--- src/rtl/fsm_convert_float_to_fixed.sv ---
// Sequencer for the float-to-fixed converter: capture, compare, shift, capture, handshake.
// Optional early-exit overflow detection is enabled by defining CFF_OVERFLOW_DET_EN.
module fsm_convert_float_to_fixed #(
  parameter int unsigned LAT_SHIFT = 2
) (
  input  logic       CLK,
  input  logic       RST,
  input  logic       BEG_FSM_CFF,
  input  logic       Exp_out,
  input  logic [7:0] Exp,
  output logic       EN_REG1,
  output logic       LOAD,
  output logic       MS_1,
  output logic       EN_REG_RESULT,
  output logic       OVF,
  output logic       ACK_FSM_CFF
);

  typedef enum logic [2:0] {
    S_IDLE       = 3'd0,
    S_LOAD_FLOAT = 3'd1,
    S_COMPARE    = 3'd2,
    S_SHIFT_LOAD = 3'd3,
    S_SHIFT_WAIT = 3'd4,
    S_CAPTURE    = 3'd5,
    S_DONE       = 3'd6
  } state_t;

  // The wait counter runs LAT_SHIFT-1 down to 0, giving LAT_SHIFT cycles in SHIFT_WAIT.
  localparam logic [3:0] WAIT_LOAD = 4'(LAT_SHIFT - 1);

  state_t     state_q, state_d;
  logic [3:0] cnt_q, cnt_d;
  logic       en_reg1_q, en_reg1_d;
  logic       load_q, load_d;
  logic       ms_1_q, ms_1_d;
  logic       en_res_q, en_res_d;
  logic       ovf_q, ovf_d;
  logic       ack_q, ack_d;
  logic       ovf_hit_s;
  logic       unused_exp_out_s;

  // Exp_out is consumed by the datapath; the sequencer itself does not need it.
  assign unused_exp_out_s = Exp_out;

`ifdef CFF_OVERFLOW_DET_EN
  assign ovf_hit_s = (Exp > 8'd153);
`else
  assign ovf_hit_s = 1'b0;
`endif

  // State and registered Moore outputs.
  always_ff @(posedge CLK) begin
    if (!RST) begin
      state_q   <= S_IDLE;
      cnt_q     <= 4'd0;
      en_reg1_q <= 1'b0;
      load_q    <= 1'b0;
      ms_1_q    <= 1'b0;
      en_res_q  <= 1'b0;
      ovf_q     <= 1'b0;
      ack_q     <= 1'b0;
    end else begin
      state_q   <= state_d;
      cnt_q     <= cnt_d;
      en_reg1_q <= en_reg1_d;
      load_q    <= load_d;
      ms_1_q    <= ms_1_d;
      en_res_q  <= en_res_d;
      ovf_q     <= ovf_d;
      ack_q     <= ack_d;
    end
  end

  // Next-state and wait-counter logic.
  always_comb begin
    state_d = state_q;
    cnt_d   = cnt_q;
    case (state_q)
      S_IDLE: begin
        cnt_d = 4'd0;
        if (BEG_FSM_CFF) begin
          state_d = S_LOAD_FLOAT;
        end else begin
          state_d = S_IDLE;
        end
      end
      S_LOAD_FLOAT: state_d = S_COMPARE;
      S_COMPARE: begin
        if (ovf_hit_s) begin
          state_d = S_DONE;
        end else begin
          state_d = S_SHIFT_LOAD;
        end
      end
      S_SHIFT_LOAD: begin
        state_d = S_SHIFT_WAIT;
        cnt_d   = WAIT_LOAD;
      end
      S_SHIFT_WAIT: begin
        if (cnt_q == 4'd0) begin
          state_d = S_CAPTURE;
        end else begin
          cnt_d = cnt_q - 4'd1;
        end
      end
      S_CAPTURE: state_d = S_DONE;
      S_DONE: begin
        if (BEG_FSM_CFF) begin
          state_d = S_DONE;
        end else begin
          state_d = S_IDLE;
        end
      end
      default: begin
        state_d = S_IDLE;
        cnt_d   = 4'd0;
      end
    endcase
  end

  // Output decode from the next state so every output is a flop.
  always_comb begin
    en_reg1_d = (state_d == S_LOAD_FLOAT);
    load_d    = (state_d == S_SHIFT_LOAD);
    en_res_d  = (state_d == S_CAPTURE);
    ack_d     = (state_d == S_DONE);
    if (state_d == S_IDLE) begin
      ms_1_d = 1'b0;
    end else if (state_q == S_COMPARE) begin
      ms_1_d = (Exp != 8'd127);
    end else begin
      ms_1_d = ms_1_q;
    end
    if (state_d == S_DONE) begin
      ovf_d = ovf_q | ((state_q == S_COMPARE) & ovf_hit_s);
    end else begin
      ovf_d = 1'b0;
    end
  end

  assign EN_REG1       = en_reg1_q;
  assign LOAD          = load_q;
  assign MS_1          = ms_1_q;
  assign EN_REG_RESULT = en_res_q;
  assign OVF           = ovf_q;
  assign ACK_FSM_CFF   = ack_q;

endmodule

--- config.mk ---
export PLATFORM = sky130hd
export DESIGN_NAME = fsm_convert_float_to_fixed
export DESIGN_NICKNAME = d
export VERILOG_FILES = /design/src/rtl/fsm_convert_float_to_fixed.sv
export SDC_FILE = /design/constraint.sdc
export NUM_CORES = 1
export LEC_CHECK = 0
export ABC_AREA = 1
export BUFFER_PORTS_ARGS = -buffer_cell sky130_fd_sc_hd__buf_2
export CORE_MARGIN = 5
export CORE_UTILIZATION = 45
export CTS_CLUSTER_SIZE = 20
export DETAILED_ROUTE_END_ITERATION = 6
export PLACE_DENSITY = 0.7
export SYNTH_ARGS = -nofsm -noshare
export SYNTH_HDL_FRONTEND = slang
export SYNTH_SLANG_ARGS = --single-unit
--- constraint.sdc ---
create_clock -name CLK -period 1.3 [get_ports CLK]
set_input_delay 0.13 -clock CLK [delete_from_list [all_inputs] [get_ports CLK]]
set_output_delay 0.13 -clock CLK [all_outputs]
set_load 0.01 [all_outputs]
; After elaboration in Yosys (flattened, before gate mapping)
; Cells that the tools add are included.
[word_totals]
ff_bits = 12
in_bits = 12
output_inout_bits = 6
[classes]
addsub = 1
eq_ne = 12
n_mux = 6
n_bitwise = 2
n_reduce_logical = 6
[ops]
columns = op, n
row1 = 3-bit one-hot mux with 7 select lines, 1
row2 = 3-bit equality test (second input constant), 5
row3 = 4-bit one-hot mux with 3 select lines, 1
row4 = 3-bit by 2-bit equality test with 1-bit output (second input constant), 3
row5 = 8-bit by 7-bit != test with 1-bit output (second input constant), 1
row6 = 3-bit by 1-bit equality test with 1-bit output (second input constant), 2
row7 = 3-bit logical NOT, 2
row8 = 3-bit two-way mux, 2
row9 = 4-bit logical NOT, 1
row10 = 4-bit two-way mux, 1
row11 = 4-bit OR reduction, 1
row12 = 4-bit by 1-bit subtractor with 4-bit output (second input constant), 1
row13 = 2-bit != test (second input constant), 1
row14 = 1-bit inverter, 2
row15 = 2-bit AND reduction, 1
row16 = 2-bit OR reduction, 1
row17 = 1-bit two-way mux, 1

; Depth between registers and ports, before layout
; Gate-level depths: netlist of run 1.
[logic_depth]
depth_word = 5
depth_mapped = 9
mapped_depth_nobuf = 9

; Least setup slack after synthesis of run 1
; OpenSTA, ideal clock, no wires.
[synth_path]
path_type = reg-to-reg
from = register state_q[0]
to = register ms_1_q (netlist: MS_1)
setup_time_ns = 0.112
arrival_time_ns = 1.168
slack_ns = 0.021
path_stages_with_launch = 9
period_less_slack_ns = 1.279
cell_sequence = dfxtp_1 > inv_1 > ha_1 > nand2_2 > nand2_2 > nor2_4 > nand3_2 > nor2_1 > nor2_1
[synth_between]
elab_chain_cells = 4
[synth_rtl]
columns = element, line
row1 = from (decl), 32  ; state_t state_q, state_d;
row2 = from (signal assigned), 64  ; state_q <= state_d;
row3 = 3-bit equality test (tied with other cells), 79  ; case (state_q)
row4 = 3-bit one-hot mux with 7 select lines, 79
row5 = 3-bit logical NOT, 128  ; if (state_d == S_IDLE) begin
row6 = 2-bit OR reduction (no line), --
row7 = to (signal assigned), 68  ; ms_1_q <= ms_1_d;
row8 = to (decl), 36  ; logic ms_1_q, ms_1_d;
; Parallel ways exist; a longest one is shown, timed or not.
; A chain may end at the register's enable or synchronous reset.

; Final worst setup path of run 1
[layout_path]
from = register state_q[0]
to = register cnt_q[0]
[layout_between]
elab_chain_cells = 4
[layout_rtl]
columns = element, line
row1 = branches (longest 4 deep; another with 4-bit OR reduction), --
row2 = to (signal assigned), 65  ; cnt_q <= cnt_d;
row3 = to (decl), 33  ; logic [3:0] cnt_q, cnt_d;
; Several ways; the timed one is not identified.

==> flow_summary.yaml, run 1 <==
yosys:
  ys_warn_count: 0
  synth_area_um2: 734
  yosys.cell_types.count: 23
  ys.flop_type: "dfxtp_1"
  synth_nets: 115
  synth_common_cells: "21 x nand2_1, 12 x dfxtp_1, 12 x inv_1"
  seq_area_frac_synth_pct: 32.7
  synth_top_area_share_pct: 32.7
  synthTopCellsByArea: "dfxtp_1 33%, nand2_1 11%, ha_1 10%"
  async_flop_share_pct: 0
  yosysTopAreaCell: "dfxtp_1"
  avgSynthCellArea_um2: 7.57
  synth_edf_count: 0
  synth_seq_cells: 12
  synth_cells: 97
  synthMostInstantiatedCell: "nand2_1"
die:
  core.rowCount: 14
  die_h_um: 50.4
  core_um2: 1520
  die_w_um: 50.4
  pin_count: 18
  die_area_um2: 2540
  start_util_pct: 48.2
hold_path:
  min_from: "RST"
  hold_class: "in2reg"
  hold-path-cell-count: 3
  min_to: "state_q[0]$_SDFF_PN0_"
clock_tree:
  h-tree-depth: 1
  insertion_delay_ns: 0.26
  numCtsBuffers: 3
  clkTransAtPathRegs_ns: 0.07
  cts-root-buf: "clkbuf_4"
  numClockSinks: 12
  cts-hold-fix-buffers: 0
  clk_path_buf_depth: 2
  cts_tree: "done"
placed_design:
  dp.cells: 132
  dpl.hpwl_um: 1140
  place_congestion: 0.866
  io_buffer_count: 15
layout:
  fillers: 124
  layout-drive-gt1-share_pct: 49.2
  final_cells: 138
  areaGrowthSynthToFinish_pct: 34.4
  num_antenna_cells: 0
  fin_nets: 142
worst_setup_path:
  worstSetupStartpointType: "flip-flop"
  crit_fanout: 7
  reg2reg_to: "cnt_q[0]$_SDFFE_PN0P_"
  reg2reg_from: "state_q[0]$_SDFF_PN0_"
  worstRegToRegCells: 6
  path_cells: "inv_2 > ha_4 > clkinvlp_4 > buf_4 > nand3_1 > a21oi_2"
  cp-startpoint: "state_q[0]$_SDFF_PN0_"
  worst_path_max_delay_cell: "dfxtp_2"
  cp.arrival_ns: 1.41
  r2r_slack_ns: 0.04
  worstPathRequired_ns: 1.45
  critPathKind: "reg2reg"
  crit_path_end_kind: "flip-flop"
  max_stage_delay_ns: 0.35
pwr:
  p_leak_nw: 0.467
  pwr_density_cell_nw_per_um2: 1190
  vdd_drop_max_v: 0.000757
sta:
  worst_hold_slack_ns: 0.108
  grt_setup_unrepaired: "yes"
  tns_ns: 0
  finalMaxSlewViolations: 0
  fin_crit_sh_pct: 97.2
  hold_viol_final: 0
  finalSetupViolCount: 0
  fmax_ghz: 0.791
  min_period_ns: 1.26
  skew_ns: 0.00113
routing:
  antenna_left: 0
  drt-initial-drc-count: 6
  routed_wl_um: 1510
  via_per_inst: 4.85
  wl_per_cell_um: 10.9
  vias: 669
  first_pass_iters: 4
  drcViolationCount: 0
grt:
  grt_pass1_vias: 569
  track_usage_pct: 12.0
  gr-total-overflow: 0
  grt_antenna_before_repair: 0
  grt_max_degree: 8
  grt_pass1_wl_um: 2380
job:
  maxCapViolCount: 0
outcome:
  status: "finished clean"
[cells by family (layout without fill, tap and decap cells)]
kind of cell,Yosys count,in the layout,synth area share (%)
other cells,1,1,0.511
simple gates,54,54,40.7
fa+ha+maj,6,6,10.2
flops,12,12,32.7
compound gates,7,7,5.28
xor+xnor,1,1,1.19
buf+inv,16,41,9.37
[through the flow]
stage	total power, mW	setup slack [ns]	util [%]	area [um^2]
after global placement	0.847	-0.0104	56.4	860
after global routing	1.27	-0.0488	64.8	987
after CTS	1.09	-0.00597	59.1	901
after detailed placement	0.857	-0.0359	56.4	860
final	1.18	0.0359	64.8	987
after floorplan	0.753	0.0208	-	734
[layer usage]
metal	track usage [%]	share of wire, %
met1	15.0	43
met2	16.9	48
met3	4.73	7.9
met4	7.66	0.66
met5	0	0
[final cells by class]
cell class / count / area (um^2) / share of cell area [%]
tap: 16 / 20.0 / 2.03
sequential: 12 / 244 / 24.7
clock buffer: 3 / 22.5 / 2.28
inverter: 15 / 67.6 / 6.84
timing repair buffer: 23 / 139 / 14.1
multi-input combinational: 69 / 494 / 50.1
[power by group]
group	internal, mW	switching (mW)
sequential	0.410	0.0316
combinational	0.231	0.289
clock	0.107	0.110
[worst max-delay path, delay by kind of cell, from the launching register on]
family                     cells  cell delay (ns)
DFF                            1             0.35
buffers and inverters          3             0.38
AOI/OAI and AO/OA              1             0.05
and+or+nand+nor                1             0.08
adders and majority gates      1             0.27
[flip-flops by register name (all words and copies together) (netlist names)]
name           flops
cnt_q              4
state_q            3
ACK_FSM_CFF        1
EN_REG1            1
EN_REG_RESULT      1
LOAD               1
MS_1               1
[cell usage in the layout, fill, tap and decap left out, drive strengths merged, types with 2 or more instances in the layout]
master and count:
a21oi 5, buf 23, clkbuf 3, dfxtp 12, ha 6, inv 13, nand2 30, nand3 7
nand4 2, nor2 11, nor3 2, o21ai 2
[what timing repair did]
action                     in CTS  in global routing
setup buffers                   0                  3
setup endpoints to repair       5                 11
pin swaps                       2                 12
resized for setup               9                 16
[worst max path at each step]
stage | end | cells after the start
3_5_place_dp | MS_1$_SDFFE_PP0P_ | 8
2_1_floorplan | MS_1$_SDFFE_PP0P_ | 8
3_3_place_gp | MS_1$_SDFFE_PP0P_ | 8
5_1_grt | EN_REG1$_SDFF_PN0_ | 9
4_1_cts | MS_1$_SDFFE_PP0P_ | 8
6_report | cnt_q[0]$_SDFFE_PN0P_ | 6
Power figures use the tool's default switching activity.
==> inputs of run 2 (changes only) <==
--- a/config.mk
+++ b/config.mk
@@ -5,13 +5,14 @@
 export SDC_FILE = /design/constraint.sdc
 export NUM_CORES = 1
 export LEC_CHECK = 0
-export ABC_AREA = 1
+export ABC_CLOCK_PERIOD_IN_PS = 1300
 export BUFFER_PORTS_ARGS = -buffer_cell sky130_fd_sc_hd__buf_2
 export CORE_MARGIN = 5
-export CORE_UTILIZATION = 45
+export CORE_UTILIZATION = 44
 export CTS_CLUSTER_SIZE = 20
 export DETAILED_ROUTE_END_ITERATION = 6
-export PLACE_DENSITY = 0.7
+export MAX_ROUTING_LAYER = met4
+export PLACE_DENSITY = 0.69
 export SYNTH_ARGS = -nofsm -noshare
 export SYNTH_HDL_FRONTEND = slang
 export SYNTH_SLANG_ARGS = --single-unit
==> flow_summary.yaml, run 2 <==
outcome:
  status: "finished, violations left"
  violations: "setup timing"
clock_tree:
  cts-root-buf: "clkbuf_4"
  cts_tree: "done"
  clk_path_buf_depth: 2
  numClockSinks: 12
  numCtsBuffers: 3
  clkTransAtPathRegs_ns: 0.07
  h-tree-depth: 1
  cts-hold-fix-buffers: 0
  insertion_delay_ns: 0.28
pwr:
  vdd_drop_max_v: 0.000915
  p_int_uw: 930
  p_sw_share_pct: 32.5
  pwr_density_cell_nw_per_um2: 1180
  p_comb_share_pct: 47.4
  power_frac_seq_pct: 30.5
  power_frac_clock_pct: 22.0
  net-switching-power_uw: 448
  p_leak_nw: 0.523
routing:
  wl_per_cell_um: 16.5
  drcViolationCount: 0
  via_per_inst: 5.39
  routed_wl_um: 2170
  antenna_left: 0
  first_pass_iters: 4
  vias: 712
  drt-initial-drc-count: 9
sta:
  fin_crit_sh_pct: 125
  grt_setup_unrepaired: "yes"
  tns_ns: -2.52
  fmax_ghz: 0.617
  skew_ns: 0.00495
  hold_viol_final: 0
  finalSetupViolCount: 12
  min_period_ns: 1.62
  worst_hold_slack_ns: 0.183
  fin_ws_ns: -0.321
  finalMaxSlewViolations: 0
worst_setup_path:
  cp.arrival_ns: 1.85
  critPathKind: "reg2reg"
  path_cells: "inv_2 > ha_4 > or3b_4 > a221oi_4 > and2b_1 > and3_1"
  worst_path_max_delay_cell: "or3b_4"
  crit_fanout: 3
  worstSetupStartpointType: "flip-flop"
  worstRegToRegCells: 6
  max_stage_delay_ns: 0.40
  crit_path_end_kind: "flip-flop"
  worstPathRequired_ns: 1.52
die:
  die_w_um: 49.1
  core.rowCount: 14
  die_area_um2: 2410
  pin_count: 18
  start_util_pct: 45.7
  core_um2: 1470
  die_h_um: 49.1
grt:
  met3_usage_pct: 5.81
  grt_pass1_vias: 739
  gr-total-overflow: 0
  grt_max_degree: 11
  grt_antenna_before_repair: 0
  grt_pass1_wl_um: 3240
  grtUsageMet2_pct: 34.8
  track_usage_pct: 17.9
  grt-busiest-layer: "met2"
  use_met1_pct: 16.0
yosys:
  synth_common_cells: "12 x dfxtp_1, 6 x ha_1, 6 x nor2_1"
  synthTopCellsByArea: "dfxtp_1 36%, ha_1 11%, a221oi_4 3.9%"
  synth_seq_cells: 12
  ys.flop_type: "dfxtp_1"
  async_flop_share_pct: 0
  synth_nets: 89
  seq_area_frac_synth_pct: 35.8
  synth_top_area_share_pct: 35.8
  ys_warn_count: 0
  synth_cells: 71
  yosysTopAreaCell: "dfxtp_1"
  avgSynthCellArea_um2: 9.46
  yosys.cell_types.count: 32
  synthMostInstantiatedCell: "dfxtp_1"
  synth_area_um2: 672
  synth_edf_count: 0
hold_path:
  hold_class: "in2reg"
  hold-path-cell-count: 3
layout:
  final_cells: 132
  fin_nets: 135
  areaGrowthSynthToFinish_pct: 74.1
  utilization_pct: 79.5
  reg_top3: "cnt_q x4, state_q x3"
  fillers: 83
  final_cell_mix: "22 x buf_4, 15 x buf_2, 8 x dfxtp_1"
  largest_reg_flops: 4
  largest-register: "cnt_q"
  layout-drive-gt1-share_pct: 66.4
  mostFrequentLayoutCell: "buf_4"
  num_antenna_cells: 0
placed_design:
  pre_cts_ws_ns: -0.303
  io_buffer_count: 15
  dpl.hpwl_um: 1420
  place_congestion: 0.856
  dp.cells: 120
job:
  maxCapViolCount: 0
## run 2: cell count changes after synthesis, sizes merged, moves of 3 or more
cell	before	now
nor2	11	6
inv	14	5
nand2	30	2
nor2b	0	3
or3b	0	3
nand3	7	0
## run 2: final cells by class
class                   count  area, um^2  area share [%]
multi-input cells          52         539            46.1
repair buffers             43         308            26.3
flip-flops and latches     12         245            21.0
clock buffers               4        36.3            3.10
inverters                   5        21.3            1.82
well taps                  16        20.0            1.71
## run 2: cells by family after synthesis
logic type / count (synthesis) / synth area share, %
adders and majority gates: 6 / 11.2
other: 1 / 0.558
buffers and inverters: 7 / 5.03
and+or+nand+nor: 29 / 29.4
DFF: 12 / 35.8
AOI/OAI and AO/OA: 16 / 18.1
## run 2: repair_timing
item | CTS | global route
setup buffers | 3 | 5
cloned | 0 | 0
setup endpoints to repair | 12 | 12
resized for setup | 13 | 17
pin swaps | 13 | 19
## run 2: routing by layer
| metal | up-vias | part of all wire, % |
|---|---|---|
| li1 | 339 | - |
| met5 | - | 0 |
| met3 | 4 | 3.4 |
| met4 | 0 | 1.2 |
| met2 | 20 | 59 |
| met1 | 349 | 36 |
## run 2: metrics by stage
stage / cell area (um^2) / total power, mW
2_1_floorplan: 711 / 0.665
3_3_place_gp: 941 / 0.858
3_5_place_dp: 941 / 0.873
4_1_cts: 1060 / 1.25
5_1_grt: 1170 / 1.47
6_report: 1170 / 1.38
## run 2: critical path: cells and delay by family, from the launching register on
family          cells  cell delay, ns
compound gates      1            0.29
simple gates        3            0.75
buf+inv             1            0.07
flops               1            0.33
fa+ha+maj           1            0.13
## run 2: power groups by stage
stage	clock (mW)	combinational, mW	sequential [mW]
2_1_floorplan	0	0.234	0.430
3_3_place_gp	0	0.437	0.421
3_5_place_dp	0	0.450	0.423
4_1_cts	0.301	0.527	0.417
5_1_grt	0.340	0.702	0.424
6_report	0.304	0.654	0.420
## run 2: path summary, 6_finish.rpt
check	startpoint	to	slack, ns
worst max register to register	cnt_q[1]$_SDFFE_PN0P_	EN_REG1$_SDFF_PN0_	-0.32
worst min-delay path	RST	cnt_q[0]$_SDFFE_PN0P_	0.18
worst max-delay path	cnt_q[1]$_SDFFE_PN0P_	EN_REG1$_SDFF_PN0_	-0.32
worst min register to register	cnt_q[3]$_SDFFE_PN0P_	cnt_q[3]$_SDFFE_PN0P_	0.56
==> inputs of run 3 (changes only) <==
--- a/config.mk
+++ b/config.mk
@@ -11,8 +11,8 @@
 export CORE_UTILIZATION = 44
 export CTS_CLUSTER_SIZE = 20
 export DETAILED_ROUTE_END_ITERATION = 6
-export MAX_ROUTING_LAYER = met4
 export PLACE_DENSITY = 0.69
 export SYNTH_ARGS = -nofsm -noshare
 export SYNTH_HDL_FRONTEND = slang
 export SYNTH_SLANG_ARGS = --single-unit
+export TNS_END_PERCENT = 1
==> flow_summary.yaml, run 3 (same netlist as run 2, synthesis figures left out) <==
grt:
  met3_usage_pct: 4.59
  grt_max_degree: 11
  use_met1_pct: 18.6
  grtUsageMet2_pct: 23.8
  track_usage_pct: 15.1
  grt-busiest-layer: "met2"
  grt_pass1_wl_um: 2770
  grt_pass1_vias: 610
  grt_antenna_before_repair: 0
  gr-total-overflow: 0
routing:
  via_per_inst: 5.23
  drcViolationCount: 0
  drt-initial-drc-count: 7
  first_pass_iters: 4
  wl_per_cell_um: 14.4
  routed_wl_um: 1730
  antenna_left: 0
  vias: 627
layout:
  areaGrowthSynthToFinish_pct: 50.7
  num_antenna_cells: 0
  largest-register: "cnt_q"
  final_cell_mix: "15 x buf_2, 14 x buf_4, 10 x dfxtp_1"
  largest_reg_flops: 4
  fin_area_um2: 1010
  layout-drive-gt1-share_pct: 54.8
  fin_nets: 123
  mostFrequentLayoutCell: "buf_2"
  reg_top3: "cnt_q x4, state_q x3"
worst_setup_path:
  worstSetupStartpointType: "flip-flop"
  cp.arrival_ns: 1.87
  reg2reg_from: "cnt_q[0]$_SDFFE_PN0P_"
  cp-startpoint: "cnt_q[0]$_SDFFE_PN0P_"
  crit_path_end_kind: "flip-flop"
  worstPathRequired_ns: 1.53
  crit_fanout: 5
  critPathKind: "reg2reg"
clock_tree:
  clk_path_buf_depth: 2
  cts_tree: "done"
  clkTransAtPathRegs_ns: 0.08
  numCtsBuffers: 3
  h-tree-depth: 1
  numClockSinks: 12
  insertion_delay_ns: 0.28
  cts-hold-fix-buffers: 0
  cts-root-buf: "clkbuf_4"
placed_design:
  dpl.hpwl_um: 1210
  post_dp_cell_area_um2: 891
  io_buffer_count: 15
  place_congestion: 0.878
die:
  core.rowCount: 14
  die_h_um: 49.1
  core_um2: 1470
  pin_count: 18
  die_area_um2: 2410
  start_util_pct: 45.7
  die_w_um: 49.1
job:
  maxCapViolCount: 0
outcome:
  violations: "setup timing"
  status: "finished, violations left"
sta:
  fin_ws_ns: -0.342
  finalSetupViolCount: 11
  fmax_ghz: 0.609
  tns_ns: -2.26
  hold_viol_final: 0
  min_period_ns: 1.64
  skew_ns: 0.00430
  finalMaxSlewViolations: 0
  fin_crit_sh_pct: 126
  grt_setup_unrepaired: "yes"
pwr:
  vdd_drop_max_v: 0.00107
  pwr_density_cell_nw_per_um2: 1210
  p_leak_nw: 0.444
hold_path:
  hold_class: "in2reg"
  min_from: "RST"
-- run 3: changes by cell type in the layout (fill, tap and decap cells not counted), moves of 2 or more --
cell     change
buf_6        -4
ha_1         +2
ha_4         -2
buf_4        -8
dfxtp_1      +2
dfxtp_2      -2
-- run 3: final timing paths --
kind	endpoint	slack (ns)	cells past startpoint
max reg2reg	EN_REG1$_SDFF_PN0_	-0.34	6
max	EN_REG1$_SDFF_PN0_	-0.34	6
min	cnt_q[0]$_SDFFE_PN0P_	0.16	3
min reg2reg	cnt_q[3]$_SDFFE_PN0P_	0.55	2
-- run 3: cell type report --
class	count	area, um^2
fillers	114	459
flip-flops and latches	12	243
multi-input cells	52	492
clock buffers	4	36.3
repair buffers	31	203
well taps	16	20.0
inverters	5	18.8
-- run 3: layer usage --
layer | up-vias | part of all wire [%]
li1 | 318 | -
met1 | 292 | 41
met2 | 13 | 53
met3 | 4 | 3.7
met4 | 0 | 1.8
met5 | - | 0
-- run 3: stage by stage --
| stage | hold WS (ns) | std cells | setup WS (ns) | utilization, % | power [mW] |
|---|---|---|---|---|---|
| final | 0.163 | 120 | -0.342 | 68.8 | 1.23 |
| after global routing | 0.183 | 120 | -0.426 | 68.8 | 1.31 |
| after CTS | 0.178 | 118 | -0.306 | 65.7 | 1.18 |
| after detailed placement | 0.472 | 114 | -0.304 | 60.5 | 0.815 |
| after global placement | 0.463 | 114 | -0.292 | 60.5 | 0.809 |
| after floorplan | 0.249 | 71 | -0.262 | - | 0.662 |
-- run 3: where the power goes --
group | total [mW] | switching (mW) | internal [mW]
Sequential | 0.415 | 0.0171 | 0.398
Clock | 0.314 | 0.144 | 0.171
Combinational | 0.498 | 0.236 | 0.262
Total | 1.23 | 0.397 | 0.830
-- run 3: worst max-delay path, cell delays in order (launching register included) --
cell and delay, ns:
dfxtp_2 0.33, inv_2 0.07, ha_4 0.13, or3b_4 0.39, a221oi_4 0.34, and2b_1 0.18
and3_1 0.15
-- run 3: what timing repair did --
| action | in CTS | in global routing |
|---|---|---|
| setup endpoints to repair | 12 | 12 |
| gates resized for setup | 7 | 7 |
| pin swaps | 4 | 8 |
| setup buffers | 0 | 2 |
